[config.mk]
export PLATFORM = sky130hd
export DESIGN_NAME = sync_fifo_flagged_flat
export DESIGN_NICKNAME = d
export VERILOG_FILES = /design/src/rtl/sync_fifo_flagged_if.sv /design/src/rtl/sync_fifo_flagged_mem.sv /design/src/rtl/sync_fifo_flagged.sv /design/src/flat_wrapper.sv
export SDC_FILE = /design/constraint.sdc
export NUM_CORES = 1
export LEC_CHECK = 0
export BUFFER_PORTS_ARGS = -buffer_cell sky130_fd_sc_hd__buf_4
export CORE_MARGIN = 5
export CORE_UTILIZATION = 40
export CTS_CLUSTER_SIZE = 8
export DETAILED_ROUTE_END_ITERATION = 6
export PLACE_DENSITY = 0.59
export SYNTH_ARGS = -nofsm -noshare
export SYNTH_HDL_FRONTEND = slang
export SYNTH_SLANG_ARGS = --single-unit
[constraint.sdc]
create_clock -name clk -period 5.3 [get_ports clk]
set_clock_uncertainty 0.05 [all_clocks]
set_input_delay 0.795 -clock clk [delete_from_list [all_inputs] [get_ports clk]]
set_output_delay 0.795 -clock clk [all_outputs]
set_load 0.01 [all_outputs]
[src/rtl/sync_fifo_flagged_if.sv]
// Write/read/control bundle between a producer/consumer and the flagged FIFO.
interface sync_fifo_flagged_if #(
  parameter int WIDTH   = 32,
  parameter int W_LEVEL = 4
);
  logic [WIDTH-1:0]   w_data;
  logic               w_en;
  logic [WIDTH-1:0]   r_data;
  logic               r_en;
  logic               flush;
  logic [W_LEVEL-1:0] af_thresh;
  logic [W_LEVEL-1:0] ae_thresh;
  logic               full;
  logic               empty;
  logic               almost_full;
  logic               almost_empty;
  logic [W_LEVEL-1:0] level;
  logic               overflow;
  logic               underflow;

  // Client side: drives requests and thresholds, observes data and status.
  modport master (
    output w_data, w_en, r_en, flush, af_thresh, ae_thresh,
    input  r_data, full, empty, almost_full, almost_empty, level, overflow, underflow
  );

  // FIFO side.
  modport slave (
    input  w_data, w_en, r_en, flush, af_thresh, ae_thresh,
    output r_data, full, empty, almost_full, almost_empty, level, overflow, underflow
  );
endinterface

[src/rtl/sync_fifo_flagged_mem.sv]
// DEPTH x WIDTH storage: one synchronous write port, one combinational read port.
// Deliberately reset-free so it can map onto distributed RAM.
module sync_fifo_flagged_mem #(
  parameter int DEPTH = 8,
  parameter int WIDTH = 32,
  parameter int W_PTR = 3
) (
  input  logic             clk,
  input  logic             we_i,
  input  logic [W_PTR-1:0] waddr_i,
  input  logic [WIDTH-1:0] wdata_i,
  input  logic [W_PTR-1:0] raddr_i,
  output logic [WIDTH-1:0] rdata_o
);
  logic [WIDTH-1:0] mem_q [DEPTH];

  // Write port: store the pushed word at the write pointer.
  always_ff @(posedge clk) begin
    if (we_i) mem_q[waddr_i] <= wdata_i;
  end

  assign rdata_o = mem_q[raddr_i];
endmodule

[src/rtl/sync_fifo_flagged.sv]
// Pointer-addressed first-word-fall-through FIFO with flush, programmable
// watermarks and sticky overflow/underflow flags. All flags are registered
// from the next-state level so they move in the same cycle as level.
module sync_fifo_flagged #(
  parameter int DEPTH   = 8,
  parameter int WIDTH   = 32,
  parameter int W_LEVEL = $clog2(DEPTH + 1)
) (
  input logic               clk,
  input logic               rst,
  sync_fifo_flagged_if.slave bus
);
  localparam int W_PTR = (DEPTH > 1) ? $clog2(DEPTH) : 1;
  // Last valid pointer value; with DEPTH = 1 this is 0 and the pointers stay 0.
  localparam logic [W_PTR-1:0]   PTR_LAST = W_PTR'(DEPTH - 1);
  localparam logic [W_LEVEL-1:0] LVL_MAX  = W_LEVEL'(DEPTH);

  logic [W_PTR-1:0]   wptr_q, wptr_d, rptr_q, rptr_d;
  logic [W_LEVEL-1:0] level_q, level_d;
  logic full_q, full_d, empty_q, empty_d;
  logic af_q, af_d, ae_q, ae_d;
  logic ovf_q, ovf_d, udf_q, udf_d;
  logic push, pop;

  // Explicit wrap so non-power-of-2 depths never address past the array.
  function automatic logic [W_PTR-1:0] ptr_inc(input logic [W_PTR-1:0] p);
    return (p == PTR_LAST) ? '0 : p + 1'b1;
  endfunction

  // Handshake and next-state; flush overrides any same-cycle request.
  always_comb begin
    pop     = bus.r_en && !empty_q && !bus.flush;
    push    = bus.w_en && (!full_q || pop) && !bus.flush;
    wptr_d  = bus.flush ? '0 : (push ? ptr_inc(wptr_q) : wptr_q);
    rptr_d  = bus.flush ? '0 : (pop  ? ptr_inc(rptr_q) : rptr_q);
    level_d = bus.flush ? '0 : level_q + W_LEVEL'(push) - W_LEVEL'(pop);
    full_d  = (level_d == LVL_MAX);
    empty_d = (level_d == '0);
    // Thresholds are sampled every cycle, so a change lands on the next edge.
    af_d    = (level_d >= bus.af_thresh);
    ae_d    = (level_d <= bus.ae_thresh);
    ovf_d   = bus.flush ? 1'b0 : (ovf_q | (bus.w_en && full_q && !bus.r_en));
    udf_d   = bus.flush ? 1'b0 : (udf_q | (bus.r_en && empty_q));
  end

  // Pointer, level, flag and sticky-error registers.
  always_ff @(posedge clk or posedge rst) begin
    if (rst) begin
      wptr_q  <= '0;
      rptr_q  <= '0;
      level_q <= '0;
      full_q  <= 1'b0;
      empty_q <= 1'b1;
      af_q    <= 1'b0;
      ae_q    <= 1'b1;
      ovf_q   <= 1'b0;
      udf_q   <= 1'b0;
    end else begin
      wptr_q  <= wptr_d;
      rptr_q  <= rptr_d;
      level_q <= level_d;
      full_q  <= full_d;
      empty_q <= empty_d;
      af_q    <= af_d;
      ae_q    <= ae_d;
      ovf_q   <= ovf_d;
      udf_q   <= udf_d;
    end
  end

  sync_fifo_flagged_mem #(
    .DEPTH (DEPTH),
    .WIDTH (WIDTH),
    .W_PTR (W_PTR)
  ) u_mem (
    .clk     (clk),
    .we_i    (push),
    .waddr_i (wptr_q),
    .wdata_i (bus.w_data),
    .raddr_i (rptr_q),
    .rdata_o (bus.r_data)
  );

  assign bus.full         = full_q;
  assign bus.empty        = empty_q;
  assign bus.almost_full  = af_q;
  assign bus.almost_empty = ae_q;
  assign bus.level        = level_q;
  assign bus.overflow     = ovf_q;
  assign bus.underflow    = udf_q;
endmodule

[src/flat_wrapper.sv]
// flat-port wrapper written by rule: the top's interface ports become plain ports
module sync_fifo_flagged_flat 
#(
  parameter int DEPTH   = 8,
  parameter int WIDTH   = 32,
  parameter int W_LEVEL = $clog2(DEPTH + 1)
)
  (clk, rst, bus_w_data, bus_w_en, bus_r_en, bus_flush, bus_af_thresh, bus_ae_thresh, bus_r_data, bus_full, bus_empty, bus_almost_full, bus_almost_empty, bus_level, bus_overflow, bus_underflow);
  sync_fifo_flagged_if #(.WIDTH(WIDTH), .W_LEVEL(W_LEVEL)) bus_i ();
  input logic clk;
  input logic rst;
  input wire logic [$bits(bus_i.w_data)-1:0] bus_w_data;
  input wire logic [$bits(bus_i.w_en)-1:0] bus_w_en;
  input wire logic [$bits(bus_i.r_en)-1:0] bus_r_en;
  input wire logic [$bits(bus_i.flush)-1:0] bus_flush;
  input wire logic [$bits(bus_i.af_thresh)-1:0] bus_af_thresh;
  input wire logic [$bits(bus_i.ae_thresh)-1:0] bus_ae_thresh;
  output wire logic [$bits(bus_i.r_data)-1:0] bus_r_data;
  output wire logic [$bits(bus_i.full)-1:0] bus_full;
  output wire logic [$bits(bus_i.empty)-1:0] bus_empty;
  output wire logic [$bits(bus_i.almost_full)-1:0] bus_almost_full;
  output wire logic [$bits(bus_i.almost_empty)-1:0] bus_almost_empty;
  output wire logic [$bits(bus_i.level)-1:0] bus_level;
  output wire logic [$bits(bus_i.overflow)-1:0] bus_overflow;
  output wire logic [$bits(bus_i.underflow)-1:0] bus_underflow;
  assign bus_i.w_data = bus_w_data;
  assign bus_i.w_en = bus_w_en;
  assign bus_i.r_en = bus_r_en;
  assign bus_i.flush = bus_flush;
  assign bus_i.af_thresh = bus_af_thresh;
  assign bus_i.ae_thresh = bus_ae_thresh;
  assign bus_r_data = bus_i.r_data;
  assign bus_full = bus_i.full;
  assign bus_empty = bus_i.empty;
  assign bus_almost_full = bus_i.almost_full;
  assign bus_almost_empty = bus_i.almost_empty;
  assign bus_level = bus_i.level;
  assign bus_overflow = bus_i.overflow;
  assign bus_underflow = bus_i.underflow;
  sync_fifo_flagged #(.DEPTH(DEPTH), .WIDTH(WIDTH), .W_LEVEL(W_LEVEL)) u_core (.clk(clk), .rst(rst), .bus(bus_i));
endmodule
== After elaboration in Yosys (flattened, before gate mapping) ==
Memories as Yosys holds them, arrays and structs flattened.
Cells that the tools add are included.

* Memories kept: 1
* Memory bits (writable): 256
* Register bits after elaboration: 16
* Logic and storage cells: 47
* Input bits: 45
* Output and inout bits: 42

* Reductions and logical operators: 15
* Multiplexer cells: 11
* Bitwise gates (word level): 2
* Equal/unequal tests: 3
* Add/sub/neg operators: 4
* Magnitude comparators: 2

{| class="wikitable"
|+ Memory list
! name !! words !! bits a word !! rd ports !! clocked after memory_dff !! wr ports !! line !! text
|-
| u_core.u_mem.mem_q || 8 || 32 || 1 || 0 || 1 || sync_fifo_flagged_mem.sv:15 || <nowiki>logic [WIDTH-1:0] mem_q [DEPTH];</nowiki>
|}

{| class="wikitable"
|+ Operators with widths
! operator !! count
|-
| $mux 3 || 6
|-
| $logic_and 1x1->1 || 7
|-
| $add 3x1->3 const B || 2
|-
| $eq 3x3->1 const B || 2
|-
| $add 4x1->4 || 1
|-
| $eq 4x4->1 const B || 1
|-
| $ge 4x4->1 || 1
|-
| $le 4x4->1 || 1
|-
| $logic_not 1->1 || 4
|-
| $logic_not 4->1 || 1
|-
| $mux 1 || 4
|-
| $mux 4 || 1
|-
| $reduce_bool 2->1 || 2
|-
| $sub 4x1->4 || 1
|-
| $or 1x1->1 || 2
|-
| $logic_or 1x1->1 || 1
|}

== Logic depth before layout (Yosys ltp) ==
* Word-level depth: 10
* Depth in mapped cells: 12
* Mapped depth without buffers: 12

== Hierarchy ==
From an unflattened synthesis, not the netlist that was laid out.

* Cell total of the unflattened synthesis: 480
* Area, all modules: 10785.3 um^2

{| class="wikitable"
|+ By module, submodules not included
! module !! cells an instance !! instances !! seq. area each (um^2) !! area each (um^2)
|-
| sync_fifo_flagged_mem || 383 || 1 || 7687.4 || 9825.7
|-
| sync_fifo_flagged || 97 || 1 || 402.9 || 959.7
|}

== Worst setup path after synthesis ==
Ideal clock, no wire load.

* Path type: input-to-reg
* From: input port bus_r_en
* To: memory u_core.u_mem.mem_q[0][0] (enable)
* Cell stages on the path: 4
* Buffers on the path: 0
* Required time: 4.789 ns
* Data arrival time: 3.499 ns
* Setup slack: 1.290 ns
* Setup time: 0.461 ns
* Cell sequence: nand2b_1 > a21oi_1 > nand2b_1 > nor3_1

* Cells in the longest elaborated chain, start to end: 7

{| class="wikitable"
|+ RTL lines
! what !! line !! text
|-
| start: declaration || flat_wrapper.sv:14 || <nowiki>input wire logic [$bits(bus_i.r_en)-1:0] bus_r_en;</nowiki>
|-
| $logic_and 1x1->1 (2 in series) || sync_fifo_flagged.sv:32 || <nowiki>pop = bus.r_en && !empty_q && !bus.flush;</nowiki>
|-
| $logic_or 1x1->1 || sync_fifo_flagged.sv:33 || <nowiki>push = bus.w_en && (!full_q || pop) && !bus.flush;</nowiki>
|-
| $logic_and 1x1->1 (2 in series) || sync_fifo_flagged.sv:33 ||
|-
| $mux 1 || sync_fifo_flagged_mem.sv:19 || <nowiki>if (we_i) mem_q[waddr_i] <= wdata_i;</nowiki>
|-
| $mux 1 (implied by the code) || sync_fifo_flagged_mem.sv:19 ||
|-
| end: declaration || sync_fifo_flagged_mem.sv:15 ||
|}

Every way passes these cells.

== Worst setup path in the final report ==
* From: register u_core.rptr_q[0]
* To: output port bus_r_data[12]

* Cells in the longest elaborated chain, start to end: 1

{| class="wikitable"
|+ RTL lines
! what !! line !! text
|-
| start: declaration || sync_fifo_flagged.sv:18 || <nowiki>logic [W_PTR-1:0] wptr_q, wptr_d, rptr_q, rptr_d;</nowiki>
|-
| start signal: assignment || sync_fifo_flagged.sv:60 || <nowiki>rptr_q <= rptr_d;</nowiki>
|-
| $mem_v2 8x32 || n/a ||
|-
| end: declaration || flat_wrapper.sv:18 || <nowiki>output wire logic [$bits(bus_i.r_data)-1:0] bus_r_data;</nowiki>
|}

Every way passes these cells.

==> results.rst <==
.. list-table::
   :header-rows: 1

   * - Metric
     - Value
   * - Run status
     - finished, final reports clean
   * - Post-synthesis instance area
     - 0.0107 sq mm
   * - Global-route wire length before repair
     - approximately 33000 um
   * - Area growth from synthesis to layout
     - 19.8%
   * - Crit path kind
     - reg -> out
   * - Number of antenna violations at the first check in global routing
     - 0
   * - Sequential cell area fraction in the yosys report
     - 75.9%
   * - Mean cell area of the mapped netlist
     - 22.2 sq um
   * - Tmin final
     - 3910 ps
   * - Number of inserted filler cells in the final layout
     - 2160
   * - Share of total power in the clock network
     - 39.6%
   * - Remaining global-route overflow
     - 0
   * - Detailed-route wire length per cell
     - 22.6 um
   * - Final routed DRC violation total
     - 0
   * - Synth area leader
     - sky130_fd_sc_hd__edfxtp_1
   * - Post-synth cell types
     - 32
   * - Number of endpoints with negative hold slack in the final report
     - 0
   * - Overall global routing resource usage
     - 14.3%
   * - Wire length after detailed routing
     - 21300 um
   * - Largest net degree at the start of global routing
     - between 60 and 70
   * - Maximum operating frequency
     - 255 MHz
   * - Number of synthesized register bits
     - between 200 and 300
   * - Reported net switching power
     - 1.24 mW
   * - Core area
     - around 0.026 sq mm
   * - Nature of the critical path startpoint
     - flip-flop
   * - Mean number of vias per cell
     - 5.27
   * - WHS
     - about 330 ps
   * - Worst-path maximum fanout
     - 48
   * - Buffer count from post-CTS setup fixing
     - 0
   * - Clock tree from TritonCTS
     - built
   * - Estimated wirelength of the detail-placed design
     - 12000 um
   * - Fraction of layout cells with a size suffix above 1
     - 39.9%
   * - RR Startpoint
     - u_core.bus.empty
   * - Cell count after synthesis
     - 481
   * - Aggregate negative setup slack
     - 0 ps
   * - Source of the critical timing path
     - u_core.rptr_q[0]
   * - Portion of total power attributed to sequential cells
     - 46.7%
   * - Standard-cell row count
     - 59
   * - Largest voltage drop on the vdd net
     - 0.217 mV
   * - Clock latency at the later pin of the worst-skew pair
     - 500 ps
   * - Post-Syn Nets
     - between 500 and 600
   * - Vias in the first global route
     - 5622
   * - Ordered cell list for the critical path
     - buf_4 -> mux4_2 -> mux2_2 -> buf_4
   * - CTS root buf
     - sky130_fd_sc_hd__clkbuf_16
   * - Crit-path slowest cell
     - sky130_fd_sc_hd__dfrtp_4
   * - Post-CTS Hold Fix Bufs
     - 0
   * - Total leakage power
     - 4.31 nW
   * - Die outline height
     - 173 um
   * - Number of warning messages in the yosys log
     - 0
   * - Endpoint class of the critical path
     - output pin
   * - Worst Path Required
     - 4450 ps
   * - # IOs
     - 87
   * - Clock input transition at the sequential cells of the worst setup and hold paths
     - 50 ps
   * - Gates resized, CTS repair
     - 0
   * - Routability congestion estimate
     - 0.765
   * - Max-slew headroom at the worst pin
     - a little over a quarter
   * - Maximum root-to-sink buffer count
     - 3
   * - Port buffer count
     - between 80 and 90
   * - Total power per unit cell area
     - 426 mW/mm^2
   * - Final-report max-slew violation count
     - 0
   * - Final-report setup violation count
     - 0
   * - CTS H-tree depth
     - 2
   * - Initial core utilization
     - 40.8%
   * - Slew at the pin closest to its max-slew limit
     - 1100 ps
   * - DRC violation total after the first TritonRoute iteration
     - 270
   * - Largest stage delay, worst path
     - around 1000 ps
   * - Max-cap violations
     - 0
   * - Most common cell type on the critical path
     - sky130_fd_sc_hd__buf_4
   * - Net switching fraction of the power
     - 22.9%
   * - Share of the clock period used by the worst path after layout
     - roughly three quarters
   * - Comb pwr share
     - 13.7%
   * - Die Outline Area
     - 0.0300 sq mm
   * - Internal power contribution
     - 4.20 mW
   * - Number of buffers created by CTS
     - 39
   * - Number of sinks handled by clock tree synthesis
     - 272
   * - Worst min path class
     - in -> async
   * - Width of the chip
     - 173 um
   * - Number of routed nets with antenna violations
     - 0
   * - Arr. time, crit path
     - 3070 ps
   * - RSZ-0062 raised after global routing
     - false
   * - Number of vias after detailed routing
     - roughly 5000
   * - Top-area cell type share of the netlist area
     - 72.1%
   * - Detailed-routing iteration count for the pre-antenna-repair pass
     - 4
   * - Net count reported at finish
     - 660
   * - Synth area leaders
     - sky130_fd_sc_hd__edfxtp_1, sky130_fd_sc_hd__mux4_2, sky130_fd_sc_hd__mux2_2
## power groups by stage
stage | sequential, mW | combinational (mW) | clock, mW
3_5_place_dp | 2.59 | 0.759 | 0
6_report | 2.54 | 0.746 | 2.16
5_1_grt | 2.56 | 0.822 | 2.30
2_1_floorplan | 2.52 | 0.536 | 0
3_3_place_gp | 2.58 | 0.739 | 0
4_1_cts | 2.55 | 0.767 | 2.21
## cells by family (layout without fill, tap and decap cells)
group | Yosys count | count (layout) | synth area share (%)
XOR/XNOR | 3 | 3 | 0.247
other | 0 | 1 | 0
flip-flops | 272 | 272 | 75.9
AND/OR/NAND/NOR | 37 | 37 | 1.57
buffers and inverters | 36 | 161 | 1.89
adder cells (fa/ha/maj) | 17 | 17 | 2.07
AO/OA/AOI/OAI | 16 | 16 | 0.845
multiplexers | 100 | 100 | 17.5
## cell type report
class	count	area [sq um]	area share (%)
clock buffers	47	1030	8.04
multi-input cells	173	2420	18.9
clock inverters	2	25.0	0.196
well taps	335	419	3.28
flip-flops and latches	272	8100	63.4
repair buffers	95	713	5.58
diodes	1	2.50	0.0196
inverters	17	63.8	0.500
## final timing paths
check,cells past startpoint,slack (ps),end
setup / recovery,4,1390,bus_r_data[12]
hold / removal,2,330,u_core.bus.almost_full
setup reg to reg,9,2450,u_core.bus.almost_full
hold reg to reg,2,460,u_core.bus.underflow
max in group asynchronous,2,4400,u_core.rptr_q[0]
min in group clk,2,460,u_core.bus.underflow
## registers in the layout, indices dropped and copies added (netlist names)
name                     flops
u_core.bus.full              1
u_core.bus.almost_full       1
u_core.rptr_q                3
u_core.bus.underflow         1
u_core.bus.empty             1
u_core.bus.overflow          1
u_core.bus.level             4
u_core.bus.almost_empty      1
u_core.u_mem.mem_q         256
u_core.wptr_q                3
## cells in the mapped netlist
library cell,number
sky130_fd_sc_hd__a21oi_1,8
sky130_fd_sc_hd__o21ai_1,1
sky130_fd_sc_hd__nor3_1,4
sky130_fd_sc_hd__nor2b_1,1
sky130_fd_sc_hd__a21o_1,1
sky130_fd_sc_hd__a21boi_0,1
sky130_fd_sc_hd__mux4_1,5
sky130_fd_sc_hd__o21ai_0,3
sky130_fd_sc_hd__mux2_2,32
sky130_fd_sc_hd__edfxtp_1,256
sky130_fd_sc_hd__buf_2,6
sky130_fd_sc_hd__xnor2_1,2
sky130_fd_sc_hd__nand2b_1,6
sky130_fd_sc_hd__nand2_1,6
sky130_fd_sc_hd__buf_1,2
sky130_fd_sc_hd__dfrtp_1,14
sky130_fd_sc_hd__nor3b_1,1
sky130_fd_sc_hd__inv_1,17
sky130_fd_sc_hd__clkbuf_1,5
sky130_fd_sc_hd__xor2_1,1
sky130_fd_sc_hd__mux2i_1,4
sky130_fd_sc_hd__mux4_2,59
sky130_fd_sc_hd__a31o_2,1
sky130_fd_sc_hd__buf_12,2
sky130_fd_sc_hd__ha_1,16
sky130_fd_sc_hd__buf_6,3
sky130_fd_sc_hd__dfstp_2,2
sky130_fd_sc_hd__nor2_1,18
sky130_fd_sc_hd__a31oi_1,1
sky130_fd_sc_hd__or3_1,1
sky130_fd_sc_hd__fa_1,1
sky130_fd_sc_hd__buf_4,1
## critical path, delay by kind of cell, from the launching register on
kind	cells	cell delay (ps)
mux	2	850
buf+inv	2	660
flops	1	1040
## routing by layer
metal | routed length, um | part of all wire [%] | global-route usage, %
met5 | 0 | 0 | 0
met4 | 373 | 1.8 | 3.99
met3 | 1140 | 5.3 | 3.38
met2 | 10800 | 51 | 24.4
met1 | 8990 | 42 | 18.5
## stage by stage
stage | instance area [sq um] | util [%] | setup WS [ps] | std cells | power (mW)
6_report | 12800 | 48.9 | 1390 | 942 | 5.45
4_1_cts | 12800 | 48.9 | 1230 | 941 | 5.53
2_1_floorplan | 10700 | - | 1290 | 481 | 3.06
5_1_grt | 12800 | 48.9 | 1140 | 941 | 5.69
3_5_place_dp | 11700 | 44.8 | 1780 | 892 | 3.35
3_3_place_gp | 11700 | 44.8 | 1820 | 892 | 3.32
## cell usage in the layout (no fill, tap or decap), types with 2 or more instances in the layout
master and count:
sky130_fd_sc_hd__a21oi_1 8, sky130_fd_sc_hd__buf_4 95, sky130_fd_sc_hd__clkbuf_1 7, sky130_fd_sc_hd__clkbuf_16 40, sky130_fd_sc_hd__dfrtp_1 11, sky130_fd_sc_hd__dfrtp_4 2, sky130_fd_sc_hd__dfstp_2 2, sky130_fd_sc_hd__edfxtp_1 256
sky130_fd_sc_hd__ha_1 16, sky130_fd_sc_hd__inv_1 17, sky130_fd_sc_hd__mux2_2 32, sky130_fd_sc_hd__mux2i_1 4, sky130_fd_sc_hd__mux4_1 5, sky130_fd_sc_hd__mux4_2 59, sky130_fd_sc_hd__nand2_1 6, sky130_fd_sc_hd__nand2b_1 6
sky130_fd_sc_hd__nor2_1 12, sky130_fd_sc_hd__nor2_4 6, sky130_fd_sc_hd__nor3_1 2, sky130_fd_sc_hd__nor3_2 2, sky130_fd_sc_hd__o21ai_0 3, sky130_fd_sc_hd__xnor2_1 2
Note: power is estimated with default switching activity, not from simulation.
